`config.mk`:
```
export PLATFORM = sky130hd
export DESIGN_NAME = maxpool_relu_2
export DESIGN_NICKNAME = d
export VERILOG_FILES = /design/src/rtl/cnn_pkg.sv /design/src/rtl/maxpool_lane.sv /design/src/rtl/maxpool_relu_2.sv
export SDC_FILE = /design/constraint.sdc
export NUM_CORES = 1
export LEC_CHECK = 0
export ABC_AREA = 1
export CAP_MARGIN = 20
export CORE_MARGIN = 2
export CORE_UTILIZATION = 60
export DETAILED_ROUTE_END_ITERATION = 8
export PLACE_DENSITY = 0.81
export REMOVE_ABC_BUFFERS = 1
export SLEW_MARGIN = 10
export SYNTH_ARGS = -nofsm -noshare
export SYNTH_HDL_FRONTEND = slang
export SYNTH_SLANG_ARGS = --single-unit
export TNS_END_PERCENT = 10
```
`constraint.sdc`:
```
create_clock -name clk -period 6.6 [get_ports clk]
set_clock_uncertainty 0.1 [all_clocks]
set_input_delay 0.99 -clock clk [delete_from_list [all_inputs] [get_ports clk]]
set_output_delay 0.99 -clock clk [all_outputs]
set_load 0.01 [all_outputs]
```
`src/rtl/cnn_pkg.sv`:
```
// Shared constants and helpers for the MNIST CNN pipeline.
// relu_sat is used by both pooling stages.
package cnn_pkg;

  localparam int CONV2_OUT_W = 8;
  localparam int CONV2_OUT_H = 8;
  localparam int CONV2_DW    = 14;
  localparam int POOL2_DW    = 12;

  typedef struct packed {
    logic load_h;
    logic wr_lb;
    logic emit;
  } lane_ctl_t;

  function automatic logic signed [31:0] relu_sat(
    input logic signed [31:0] x,
    input int                 dw_out
  );
    logic signed [31:0] lim;
    lim = (32'sd1 <<< (dw_out - 1)) - 32'sd1;
    if (x < 0) return 32'sd0;
    if (x > lim) return lim;
    return x;
  endfunction

endpackage

```
`src/rtl/maxpool_lane.sv`:
```
// One channel of the 2x2 max pool: ReLU/saturate, horizontal pair,
// line buffer of pair maxima and the registered pooled output.
module maxpool_lane
  import cnn_pkg::*;
#(
  parameter int IN_W   = CONV2_OUT_W,
  parameter int DW_IN  = CONV2_DW,
  parameter int DW_OUT = POOL2_DW,
  parameter int LBW    = 2
) (
  input  logic                     clk,
  input  logic                     rst,
  input  lane_ctl_t                ctl,
  input  logic [LBW-1:0]           lb_idx,
  input  logic signed [DW_IN-1:0]  x,
  output logic signed [DW_OUT-1:0] y
);

  localparam int NLB = IN_W / 2;

  logic signed [DW_OUT-1:0] r;
  logic signed [DW_OUT-1:0] hmax;
  logic signed [DW_OUT-1:0] pmax;
  logic signed [DW_OUT-1:0] lb_rd;
  logic signed [DW_OUT-1:0] h_d;
  logic signed [DW_OUT-1:0] h_q;
  logic signed [DW_OUT-1:0] pool_d;
  logic signed [DW_OUT-1:0] pool_q;
  logic signed [DW_OUT-1:0] lb_q [NLB];

  always_comb begin
    r      = DW_OUT'(relu_sat(32'(x), DW_OUT));
    lb_rd  = lb_q[lb_idx];
    hmax   = (r > h_q) ? r : h_q;
    pmax   = (lb_rd > hmax) ? lb_rd : hmax;
    h_d    = ctl.load_h ? r : h_q;
    pool_d = ctl.emit ? pmax : pool_q;
  end

  always_ff @(posedge clk) begin
    if (rst) begin
      h_q    <= '0;
      pool_q <= '0;
    end else begin
      h_q    <= h_d;
      pool_q <= pool_d;
    end
  end

  // Rewritten on every even row, so it never needs clearing.
  always_ff @(posedge clk) begin
    if (!rst && ctl.wr_lb) begin
      lb_q[lb_idx] <= hmax;
    end
  end

  assign y = pool_q;

endmodule

```
`src/rtl/maxpool_relu_2.sv`:
```
// Second ReLU + 2x2/stride-2 max pool over three conv2 channels.
// Owns the raster counters and the output handshake flags.
module maxpool_relu_2
  import cnn_pkg::*;
#(
  parameter int IN_W   = CONV2_OUT_W,
  parameter int IN_H   = CONV2_OUT_H,
  parameter int DW_IN  = CONV2_DW,
  parameter int DW_OUT = POOL2_DW,
  localparam int OIW   = $clog2(IN_W * IN_H / 4)
) (
  input  logic                     clk,
  input  logic                     rst,
  input  logic                     valid_in,
  input  logic signed [DW_IN-1:0]  conv_in_1,
  input  logic signed [DW_IN-1:0]  conv_in_2,
  input  logic signed [DW_IN-1:0]  conv_in_3,
  output logic signed [DW_OUT-1:0] pool_out_1,
  output logic signed [DW_OUT-1:0] pool_out_2,
  output logic signed [DW_OUT-1:0] pool_out_3,
  output logic                     valid_out,
  output logic [OIW-1:0]           out_idx,
  output logic                     frame_done
);

  localparam int CW  = $clog2(IN_W);
  localparam int RW  = $clog2(IN_H);
  localparam int LBW = (IN_W > 2) ? $clog2(IN_W / 2) : 1;

  logic [CW-1:0]  col_d;
  logic [CW-1:0]  col_q;
  logic [RW-1:0]  row_d;
  logic [RW-1:0]  row_q;
  logic           col_last;
  logic           row_last;
  lane_ctl_t      ctl;
  logic [LBW-1:0] lb_idx;
  logic           valid_out_d;
  logic           valid_out_q;
  logic           frame_done_d;
  logic           frame_done_q;
  logic [OIW-1:0] out_idx_d;
  logic [OIW-1:0] out_idx_q;

  always_comb begin
    col_last   = (col_q == CW'(IN_W - 1));
    row_last   = (row_q == RW'(IN_H - 1));
    ctl        = '0;
    ctl.load_h = valid_in & ~col_q[0];
    ctl.wr_lb  = valid_in & col_q[0] & ~row_q[0];
    ctl.emit   = valid_in & col_q[0] & row_q[0];
    lb_idx     = LBW'(col_q >> 1);

    col_d = col_q;
    row_d = row_q;
    if (valid_in) begin
      if (col_last) begin
        col_d = '0;
        row_d = row_last ? '0 : row_q + 1'b1;
      end else begin
        col_d = col_q + 1'b1;
      end
    end

    valid_out_d  = ctl.emit;
    frame_done_d = ctl.emit & col_last & row_last;
    out_idx_d    = out_idx_q;
    if (ctl.emit) begin
      out_idx_d = OIW'(int'(row_q >> 1) * (IN_W / 2)
                       + int'(col_q >> 1));
    end
  end

  always_ff @(posedge clk) begin
    if (rst) begin
      col_q        <= '0;
      row_q        <= '0;
      valid_out_q  <= 1'b0;
      frame_done_q <= 1'b0;
      out_idx_q    <= '0;
    end else begin
      col_q        <= col_d;
      row_q        <= row_d;
      valid_out_q  <= valid_out_d;
      frame_done_q <= frame_done_d;
      out_idx_q    <= out_idx_d;
    end
  end

  maxpool_lane #(
    .IN_W  (IN_W),
    .DW_IN (DW_IN),
    .DW_OUT(DW_OUT),
    .LBW   (LBW)
  ) u_lane_1 (
    .clk   (clk),
    .rst   (rst),
    .ctl   (ctl),
    .lb_idx(lb_idx),
    .x     (conv_in_1),
    .y     (pool_out_1)
  );

  maxpool_lane #(
    .IN_W  (IN_W),
    .DW_IN (DW_IN),
    .DW_OUT(DW_OUT),
    .LBW   (LBW)
  ) u_lane_2 (
    .clk   (clk),
    .rst   (rst),
    .ctl   (ctl),
    .lb_idx(lb_idx),
    .x     (conv_in_2),
    .y     (pool_out_2)
  );

  maxpool_lane #(
    .IN_W  (IN_W),
    .DW_IN (DW_IN),
    .DW_OUT(DW_OUT),
    .LBW   (LBW)
  ) u_lane_3 (
    .clk   (clk),
    .rst   (rst),
    .ctl   (ctl),
    .lb_idx(lb_idx),
    .x     (conv_in_3),
    .y     (pool_out_3)
  );

  assign valid_out  = valid_out_q;
  assign frame_done = frame_done_q;
  assign out_idx    = out_idx_q;

endmodule

```
==> results.md, run 1 <==
Outcome:
- The run finished with clean final reports.

Place:
- Routability-driven placement finished with a final weighted congestion of 0.8482.
- After legalization and detailed placement, the total HPWL measured 17270 um.
- The number of placed instances with taps included is 1667.
- During placement, the flow inserted port buffers numbering 86.
- The cell area after placement is 13110 um^2.

Setup path:
- The slowest stage of the critical path is the sky130_fd_sc_hd__nand3_1 cell.
- The top fanout value on the critical path is 23.
- The launch instance of the worst register-to-register path is u_lane_2.h_q[11].
- The category of the critical setup timing path is in2reg.
- The most frequent cell on the critical path is sky130_fd_sc_hd__nand2_1.
- The critical path runs through a total of 25 cells.
- In this run the worst setup path begins at conv_in_2[12].
- For this run, the slowest stage of the critical path takes 0.62 ns.
- The worst setup path is launched from a primary input.
- The worst setup path is captured at a flop.
- In this run the worst setup path terminates at u_lane_2.y[9].
- Counting cells, the worst reg-to-reg path comes to 21.
- The setup slack of the worst register-to-register path is 2.17 ns.
- STA puts the critical path data arrival time at 5.75 ns.
- The required time reported for the critical path endpoint is 6.87 ns.
- The number of buffers and inverters on the critical path is 5.
- Grouping stages by cell kind, the critical path spends the most delay in simple AND/OR/NAND/NOR gates.
- The capture point of the worst reg-to-reg path is u_lane_2.y[9].

Power and ir drop:
- Summed over all cells, the static leakage comes to 0.005797 uW.
- The worst-case IR drop observed on VDD is 221.3 uV.
- For this design the ratio of total power to cell area is 268.8 nW/um^2.

Flow run:
- The count of maximum capacitance violations is 0.

Layout:
- After the last flow step, the layout net total stands at 1544.
- The synthesis-to-finish area growth is 15.61%.
- The number of antenna cells inserted is 0.
- At the end of the flow the core is filled with cells to 70.00%.
- The count of non-filler cells in the finished layout is 1711.
- The share of cells above drive strength 1 is 11.59%.
- The final design area excluding fillers is 14030 um^2.

Yosys:
- The average size of a mapped cell is 8.908 um^2.
- The dominant register cell in the synthesized netlist is sky130_fd_sc_hd__edfxtp_1.
- In this run, synthesis inferred 144 flip-flops with an integrated enable.
- Counting distinct cell types in the post-synthesis netlist gives 33.
- The count of synthesis-stage warnings from yosys is 0.
- After synthesis, the share of flip-flops with an asynchronous set or reset is 0%.
- The proportion of synthesized chip area in sequential cells is 49.83%.
- The post-synthesis sequential element count is 230.
- The cell count after synthesis is 1362.
- In this run the cell area of the synthesized design comes to 12130 um^2.

Drt:
- Dividing the detail-routed via count by the number of cells gives 5.632.
- The remaining number of nets flagged by the antenna check after routing is 0.
- The average wire length per cell after detail routing is 15.93 um.
- For this block, the initial DRC count from the detailed router was 693.
- The routed metal-1 wire length is 11600 um.
- The highest metal layer carrying signal wires in the routed design is met4.
- The routed design uses 1636 um of met3 wire.
- The total iterations of the first detailed-routing run is 5.
- The total length of routed wires is 27250 um.
- Summed over all nets, wire length on met2 after detailed routing comes to 13500 um.
- The final route contains 9636 vias.
- The DRC violation count after routing is 0.

STA:
- The final period utilization is 83.11%.
- On the final layout, the worst hold slack is 0.3677 ns.
- The aggregate negative setup slack is 0 ns.
- The minimum clock period is 5.485 ns.
- The peak clock frequency supported by timing is 0.1823 GHz.
- The remaining max-slew budget at the tightest pin is 26.27%.
- The final number of hold-violating endpoints is 0.
- The final count of pins violating max slew was 0.
- At the pin with the least slew margin, the transition time is 1.100 ns.
- The final setup violation count is 0.
- Setup repair after global routing left no endpoint under its margin.

GRT:
- The via count of the first global-routing pass is 9377.
- For this run the aggregate overflow at the end of global routing stands at 0.
- Entering global routing, the biggest net connects 74 pins.
- The number of antenna violations at the first check in global routing is 0.
- The global-route wire length before repair is 44700 um.
- For this run, the total global-route usage over all layers was measured as 25.43%.

Clocking:
- The number of cells upsized or downsized after cts is 0.
- The register clock-pin slew on the reported worst setup and hold paths is 0.06 ns.
- The number of setup buffers added after CTS is 0.
- The number of clock buffers inserted by TritonCTS is 24.
- No sink is reached through more buffers than the 3 on the longest clock path.
- Clock tree synthesis found a total of 230 sinks.
- CTS placed an instance of sky130_fd_sc_hd__clkbuf_16 at the clock tree root.
- The insertion delay of the later-clocked pin in the worst-skew pair is 0.52 ns.
- In this run the number of H-tree levels came out at 1.
- TritonCTS built the clock tree.
- For this design, the CTS-stage hold fixing added 0 buffers.

Floorplanning:
- The core region is 20040 um^2.
- In this run the horizontal extent of the chip is 146.2 um.
- The floorplan has 52 rows.
- The effective utilization at floorplan is 60.55%.
- The y dimension of the die is 146.2 um.
- The area enclosed by the die boundary is 21370 um^2.
- Pin placement for this block handled 87 I/O pins.

Hold path:
- The worst hold path belongs to the class reg2reg.
-- report_power, final --
part           switching, uW  total, uW  internal (uW)
clock                    546       1540            998
sequential              20.8       1600           1580
combinational            416        630            213
-- flip-flops by register name, indices dropped and copies added (netlist names), named ones only --
name           cells
u_lane_1.lb_q     48
u_lane_1.y        12
u_lane_1.h_q      12
u_lane_2.y        12
u_lane_3.y        12
u_lane_3.lb_q     48
u_lane_2.h_q      12
u_lane_2.lb_q     48
row_q              3
col_q              3
out_idx            4
frame_done         1
u_lane_3.h_q      12
valid_out          1
-- cells in the mapped netlist (all sizes together) (5+ instances only) --
library cell | number | share of area, %
o21ai | 137 | 5.7
a32oi | 5 | 0.36
a21oi | 97 | 4.9
edfxtp | 144 | 36
buf | 32 | 1.9
nand4 | 48 | 2.7
nor2 | 160 | 5.4
inv | 173 | 5.4
clkbuf | 37 | 1.1
nand3 | 48 | 3.2
nor3 | 10 | 0.41
ha | 76 | 7.8
dfxtp | 86 | 14
o22ai | 31 | 1.6
nand2 | 269 | 9.1
-- logic make-up after synthesis --
kind of cell / share of synthesized area, %
compound gates: 12.85
flops: 49.83
other cells: 0.03091
simple gates: 21.02
buf+inv: 8.436
fa+ha+maj: 7.837
-- tightest hold or removal path: cells and delay by family, from the launching register on --
kind	cells	cell delay (ns)
DFF	1	0.30
and+or+nand+nor	1	0.06
AOI/OAI and AO/OA	1	0.06
-- metal layers --
metal | GRT usage (%) | vias to the layer above
met5 | 0 | -
met4 | 8.301 | 0
met3 | 3.656 | 48
met2 | 44.32 | 296
met1 | 32.88 | 4592
li1 | - | 4700
-- cell type report --
cell class / count / area [um^2]
flip-flops and latches: 230 / 6047
fillers: 1522 / 6012
multi-input cells: 892 / 5099
repair buffers: 102 / 975.9
clock buffers: 32 / 681.9
inverters: 173 / 649.4
well taps: 270 / 337.8
clock inverters: 12 / 236.5
-- per-stage QoR --
| stage | setup slack, ns | power, uW |
|---|---|---|
| 3_3_place_gp | 0.8384 | 2223 |
| 3_5_place_dp | 0.6809 | 2245 |
| 5_1_grt | 0.6369 | 3926 |
| 6_report | 1.115 | 3771 |
| 4_1_cts | 1.210 | 3784 |
| 2_1_floorplan | 1.877 | 2061 |
-- how the worst min path moves through the flow --
stage	end	from	cells past startpoint
final	u_lane_2.y[11]	u_lane_2.y[11]	2
after global routing	u_lane_1.h_q[11]	u_lane_1.h_q[11]	2
after CTS	u_lane_2.y[11]	u_lane_2.y[11]	2
after detailed placement	u_lane_2.y[11]	u_lane_2.y[11]	2
after global placement	u_lane_2.y[0]	u_lane_2.y[0]	2
after floorplan	u_lane_1.h_q[11]	u_lane_1.h_q[11]	2
-- cells in the final DEF (no fill, tap or decap), types with 2 or more instances in the layout --
cell type | synthesis | layout
sky130_fd_sc_hd__clkbuf_16 | 0 | 25
sky130_fd_sc_hd__clkinv_2 | 0 | 3
sky130_fd_sc_hd__a21o_1 | 4 | 4
sky130_fd_sc_hd__nand2_1 | 249 | 249
sky130_fd_sc_hd__nor2_2 | 20 | 20
sky130_fd_sc_hd__a32oi_1 | 5 | 5
sky130_fd_sc_hd__clkbuf_8 | 0 | 3
sky130_fd_sc_hd__nand2_2 | 10 | 10
sky130_fd_sc_hd__nand3_2 | 21 | 21
sky130_fd_sc_hd__and2_4 | 2 | 2
sky130_fd_sc_hd__nand4_1 | 44 | 44
sky130_fd_sc_hd__edfxtp_1 | 144 | 144
sky130_fd_sc_hd__buf_4 | 4 | 16
sky130_fd_sc_hd__a21oi_1 | 67 | 67
sky130_fd_sc_hd__ha_1 | 76 | 76
sky130_fd_sc_hd__inv_2 | 4 | 4
sky130_fd_sc_hd__a21oi_2 | 30 | 30
sky130_fd_sc_hd__clkbuf_1 | 37 | 4
sky130_fd_sc_hd__nand3_1 | 24 | 24
sky130_fd_sc_hd__conb_1 | 1 | 3
sky130_fd_sc_hd__nor3_2 | 0 | 4
sky130_fd_sc_hd__nand4_2 | 4 | 4
sky130_fd_sc_hd__nor3_1 | 10 | 6
sky130_fd_sc_hd__o22ai_1 | 31 | 31
sky130_fd_sc_hd__bufinv_16 | 0 | 7
sky130_fd_sc_hd__dfxtp_1 | 86 | 85
sky130_fd_sc_hd__nand3_4 | 3 | 3
sky130_fd_sc_hd__clkdlybuf4s50_1 | 0 | 85
sky130_fd_sc_hd__nor2_4 | 1 | 2
sky130_fd_sc_hd__nor2_1 | 139 | 138
sky130_fd_sc_hd__nand2_4 | 10 | 10
sky130_fd_sc_hd__o21ai_0 | 137 | 137
sky130_fd_sc_hd__inv_1 | 169 | 169
Power figures use the tool's default switching activity.
==> inputs of run 2 (changes only) <==
--- a/config.mk
+++ b/config.mk
@@ -8,9 +8,9 @@
 export ABC_AREA = 1
 export CAP_MARGIN = 20
 export CORE_MARGIN = 2
-export CORE_UTILIZATION = 60
+export CORE_UTILIZATION = 54
 export DETAILED_ROUTE_END_ITERATION = 8
-export PLACE_DENSITY = 0.81
+export PLACE_DENSITY = 0.77
 export REMOVE_ABC_BUFFERS = 1
 export SLEW_MARGIN = 10
 export SYNTH_ARGS = -nofsm -noshare
==> constraint.sdc (replaced) <==
create_clock -name clk -period 5.03 [get_ports clk]
set_clock_uncertainty 0.1 [all_clocks]
set_input_delay 0.7545 -clock clk [delete_from_list [all_inputs] [get_ports clk]]
set_output_delay 0.7545 -clock clk [all_outputs]
set_load 0.01 [all_outputs]
==> run 2 against run 1 <==
  * Die area is 11% higher
  * Via count fell by 1.3%
  * Wire length shrank 0.98%
  * Sequential power grew 31%
  * Combinational power increased by 36%
  * Highest routed layer unchanged
==> results.md, run 2 (same netlist as run 1, synthesis figures left out) <==
Clocking:
- The buffer levels on the longest clock path came to 3 (unchanged).
- The root buffer selected by CTS is sky130_fd_sc_hd__clkbuf_16.
- The insertion delay of the later-clocked pin in the worst-skew pair is 0.52 ns (about the same).
- The total of hold buffers inserted after clock tree synthesis came to 0 (unchanged).
- The number of setup buffers added after CTS is 0 (unchanged).
- The number of clock buffers inserted by TritonCTS was 26 (+8.3%).
- The number of clock sinks seen by CTS is 230 (unchanged).
- The CTS tree is done.
- The register clock-pin slew on the reported worst setup and hold paths is 0.06 ns (about the same).
- The number of cells upsized or downsized after cts is 0 (unchanged).
- The number of H-tree branching levels is 1 (unchanged).

Setup path:
- The critical path in this run is classified as in2reg.
- The slowest cell on the critical path is sky130_fd_sc_hd__clkdlybuf4s50_1.
- The required time reported for the critical path endpoint came to 5.30 ns (-1.57 ns).
- The worst reg-to-reg path cell count came to 22 (+4.8%).
- The capture point of the worst reg-to-reg path is u_lane_2.y[1].
- The top fanout value on the critical path is 23 (unchanged).
- The delay of the slowest cell on the worst path is 0.40 ns (-0.22 ns).
- The startpoint kind of the worst setup timing path is a primary input.
- The setup slack of the worst register-to-register path came to 1.20 ns (-0.97 ns).
- The startpoint identified for the worst register-to-register timing path is u_lane_2.h_q[11].
- The most frequent cell on the critical path is sky130_fd_sc_hd__nand2_1.
- The arrival time reported for the critical path endpoint is 4.94 ns (-0.81 ns).
- STA classifies the critical path endpoint as a flop.

STA:
- The aggregate negative setup slack is 0 ns (unchanged).
- The peak clock frequency supported by timing is 0.2143 GHz.
- The transition at the pin with the smallest max-transition slack is 1.097 ns (-0.002793 ns).
- The final count of pins violating max slew is 0 (unchanged).
- The final number of hold-violating endpoints was 0 (unchanged).
- The remaining max-slew budget at the tightest pin was 26.75% (+0.48 points).
- The worst path uses 92.77% of the clock period.
- The final setup violation count is 0 (unchanged).
- For the finished layout, the period the worst path requires is 4.666 ns.
- Setup repair after global routing left no endpoint under its margin.

Hold path:
- The tightest min-delay check is of the reg2reg type.
- The cell depth of the worst min-delay path is 2 (unchanged).
- The terminating pin of the worst hold path is u_lane_2.y[11].
- The worst hold path begins at u_lane_2.y[11].

Floorplanning:
- The boundary pin count is 87 (unchanged).
- The number of rows created at floorplan is 54 (+3.8%).
- The effective utilization at floorplan is 55.25% (-5.3 points).
- The horizontal die dimension is 153.9 um (+5.3%).
- The y dimension of the die is 153.9 um (+5.3%).
- The area inside the core boundary came to 21960 um^2 (+9.6%).
- The area enclosed by the die boundary is 23680 um^2 (+11%).

Power and ir drop:
- The leakage power summed over all cells came to 0.005888 uW (+1.6%).
- The maximum vdd drop is 292.2 uV (+32%).
- The total power is 4891 uW (+30%).
- The power density relative to cell area is 344.6 nW/um^2 (+28%).

Place:
- The half-perimeter wire length of the detailed placement result is 17730 um (+2.7%).
- The number of buffers added on ports is 86 (unchanged).
- The last weighted congestion value of the routability-driven placer came to 0.8730 (+2.9%).

GRT:
- The maximum number of pins on one net before global-route repair is 73 (-1.4%).
- The overall track demand over capacity in global routing was 22.83% (-2.6 points).
- The global-route wire length before repair is 44280 um (-0.93%).
- The number of antenna violations at the first check in global routing came to 0 (unchanged).
- The remaining global-route overflow is 0 (unchanged).
- The via count of the first global-routing pass is 9211 (-1.8%).

Layout:
- The commonest non-fill, non-tap cell in the layout is sky130_fd_sc_hd__nand2_1.
- The share of cells above drive strength 1 came to 12.90% (+1.3 points).
- The core occupancy in the finished layout is 64.64% (-5.4 points).
- In the layout the commonest cells are 249 x sky130_fd_sc_hd__nand2_1, 169 x sky130_fd_sc_hd__inv_1, 144 x sky130_fd_sc_hd__edfxtp_1, 138 x sky130_fd_sc_hd__nor2_1, 137 x sky130_fd_sc_hd__o21ai_0.
- Compared with the post-synthesis result, the final layout area differs by 16.98%.
- The final net count is 1566 (+1.4%).
- The largest registers in the layout are u_lane_1.lb_q (48), u_lane_2.lb_q (48), u_lane_3.lb_q (48).
- The number of antenna cells inserted is 0 (unchanged).

Drt:
- The remaining number of nets flagged by the antenna check after routing is 0 (unchanged).
- The number of vias per cell after detailed routing is 5.449 (-3.3%).
- The DRC violation count after routing is 0 (unchanged).
- The total length of routed wires is 26980 um (-0.98%).
- The average wire length per cell after detail routing came to 15.46 um (-2.9%).
- The via count of the routed design came to 9508 (-1.3%).
- The total iterations of the first detailed-routing run is 5 (unchanged).
- The initial DRC count is 509 (-27%).

Flow run:
- The count of maximum capacitance violations is 0 (unchanged).

Outcome:
- The flow ran to the end, and the final reports show no timing, DRC or antenna violations.
run 2: cell types whose count changed in the layout (fill, tap and decap cells not counted), sizes merged:
| cell | delta |
|---|---|
| buf | +20 |
| clkinv | +10 |
| clkbuf | -4 |
| bufinv | -3 |
| clkinvlp | +1 |
run 2: stage by stage:
stage	setup slack [ns]	std cells	cell area [um^2]	hold slack (ns)
after floorplan	0.5426	1295	11770	0.3420
after global placement	0.01948	1697	13310	0.3552
after detailed placement	-0.1039	1697	13310	0.3601
after CTS	0.4428	1745	14190	0.3714
after global routing	0.005537	1745	14190	0.3923
final	0.3639	1745	14190	0.3705
run 2: final cells by class:
cell class              count  area, um^2
fillers                  1753        7765
flip-flops and latches    230        6047
multi-input cells         892        5099
repair buffers            122        1164
clock buffers              28       679.4
inverters                 173       649.4
well taps                 280       350.3
clock inverters            20       205.2
run 2: worst max path at each step:
| stage | from | endpoint | slack, ns |
|---|---|---|---|
| after floorplan | rst | u_lane_1.lb_q[0][0] | 0.54 |
| after global placement | conv_in_2[12] | u_lane_2.y[1] | 0.02 |
| after detailed placement | conv_in_2[12] | u_lane_2.y[1] | -0.10 |
| after CTS | conv_in_2[12] | u_lane_2.y[1] | 0.44 |
| after global routing | conv_in_2[12] | u_lane_2.y[1] | 0.006 |
| final | conv_in_2[12] | u_lane_2.y[1] | 0.36 |
run 2: critical path: cells and delay by family:
kind | cells | cell delay (ns)
AND/OR/NAND/NOR | 19 | 2.22
buffers and inverters | 5 | 0.90
adder cells (fa/ha/maj) | 2 | 0.61
AO/OA/AOI/OAI | 2 | 0.44
run 2: per-layer routing:
metal	wire length [um]	global-route usage, %	part of all wire, %	up-vias
li1	-	-	-	4745
met1	12110	30.00	45	4451
met2	12900	39.25	48	254
met3	1287	3.185	4.8	58
met4	683	7.343	2.5	0
met5	0	0	0	-
run 2: report_power, final:
group	leakage [uW]	switching [uW]	total [uW]	internal (uW)
logic	0.00345	544	859	315
clock network	0.000432	757	1940	1180
registers	0.00201	27.8	2100	2070
total	0.00589	1330	4890	3560
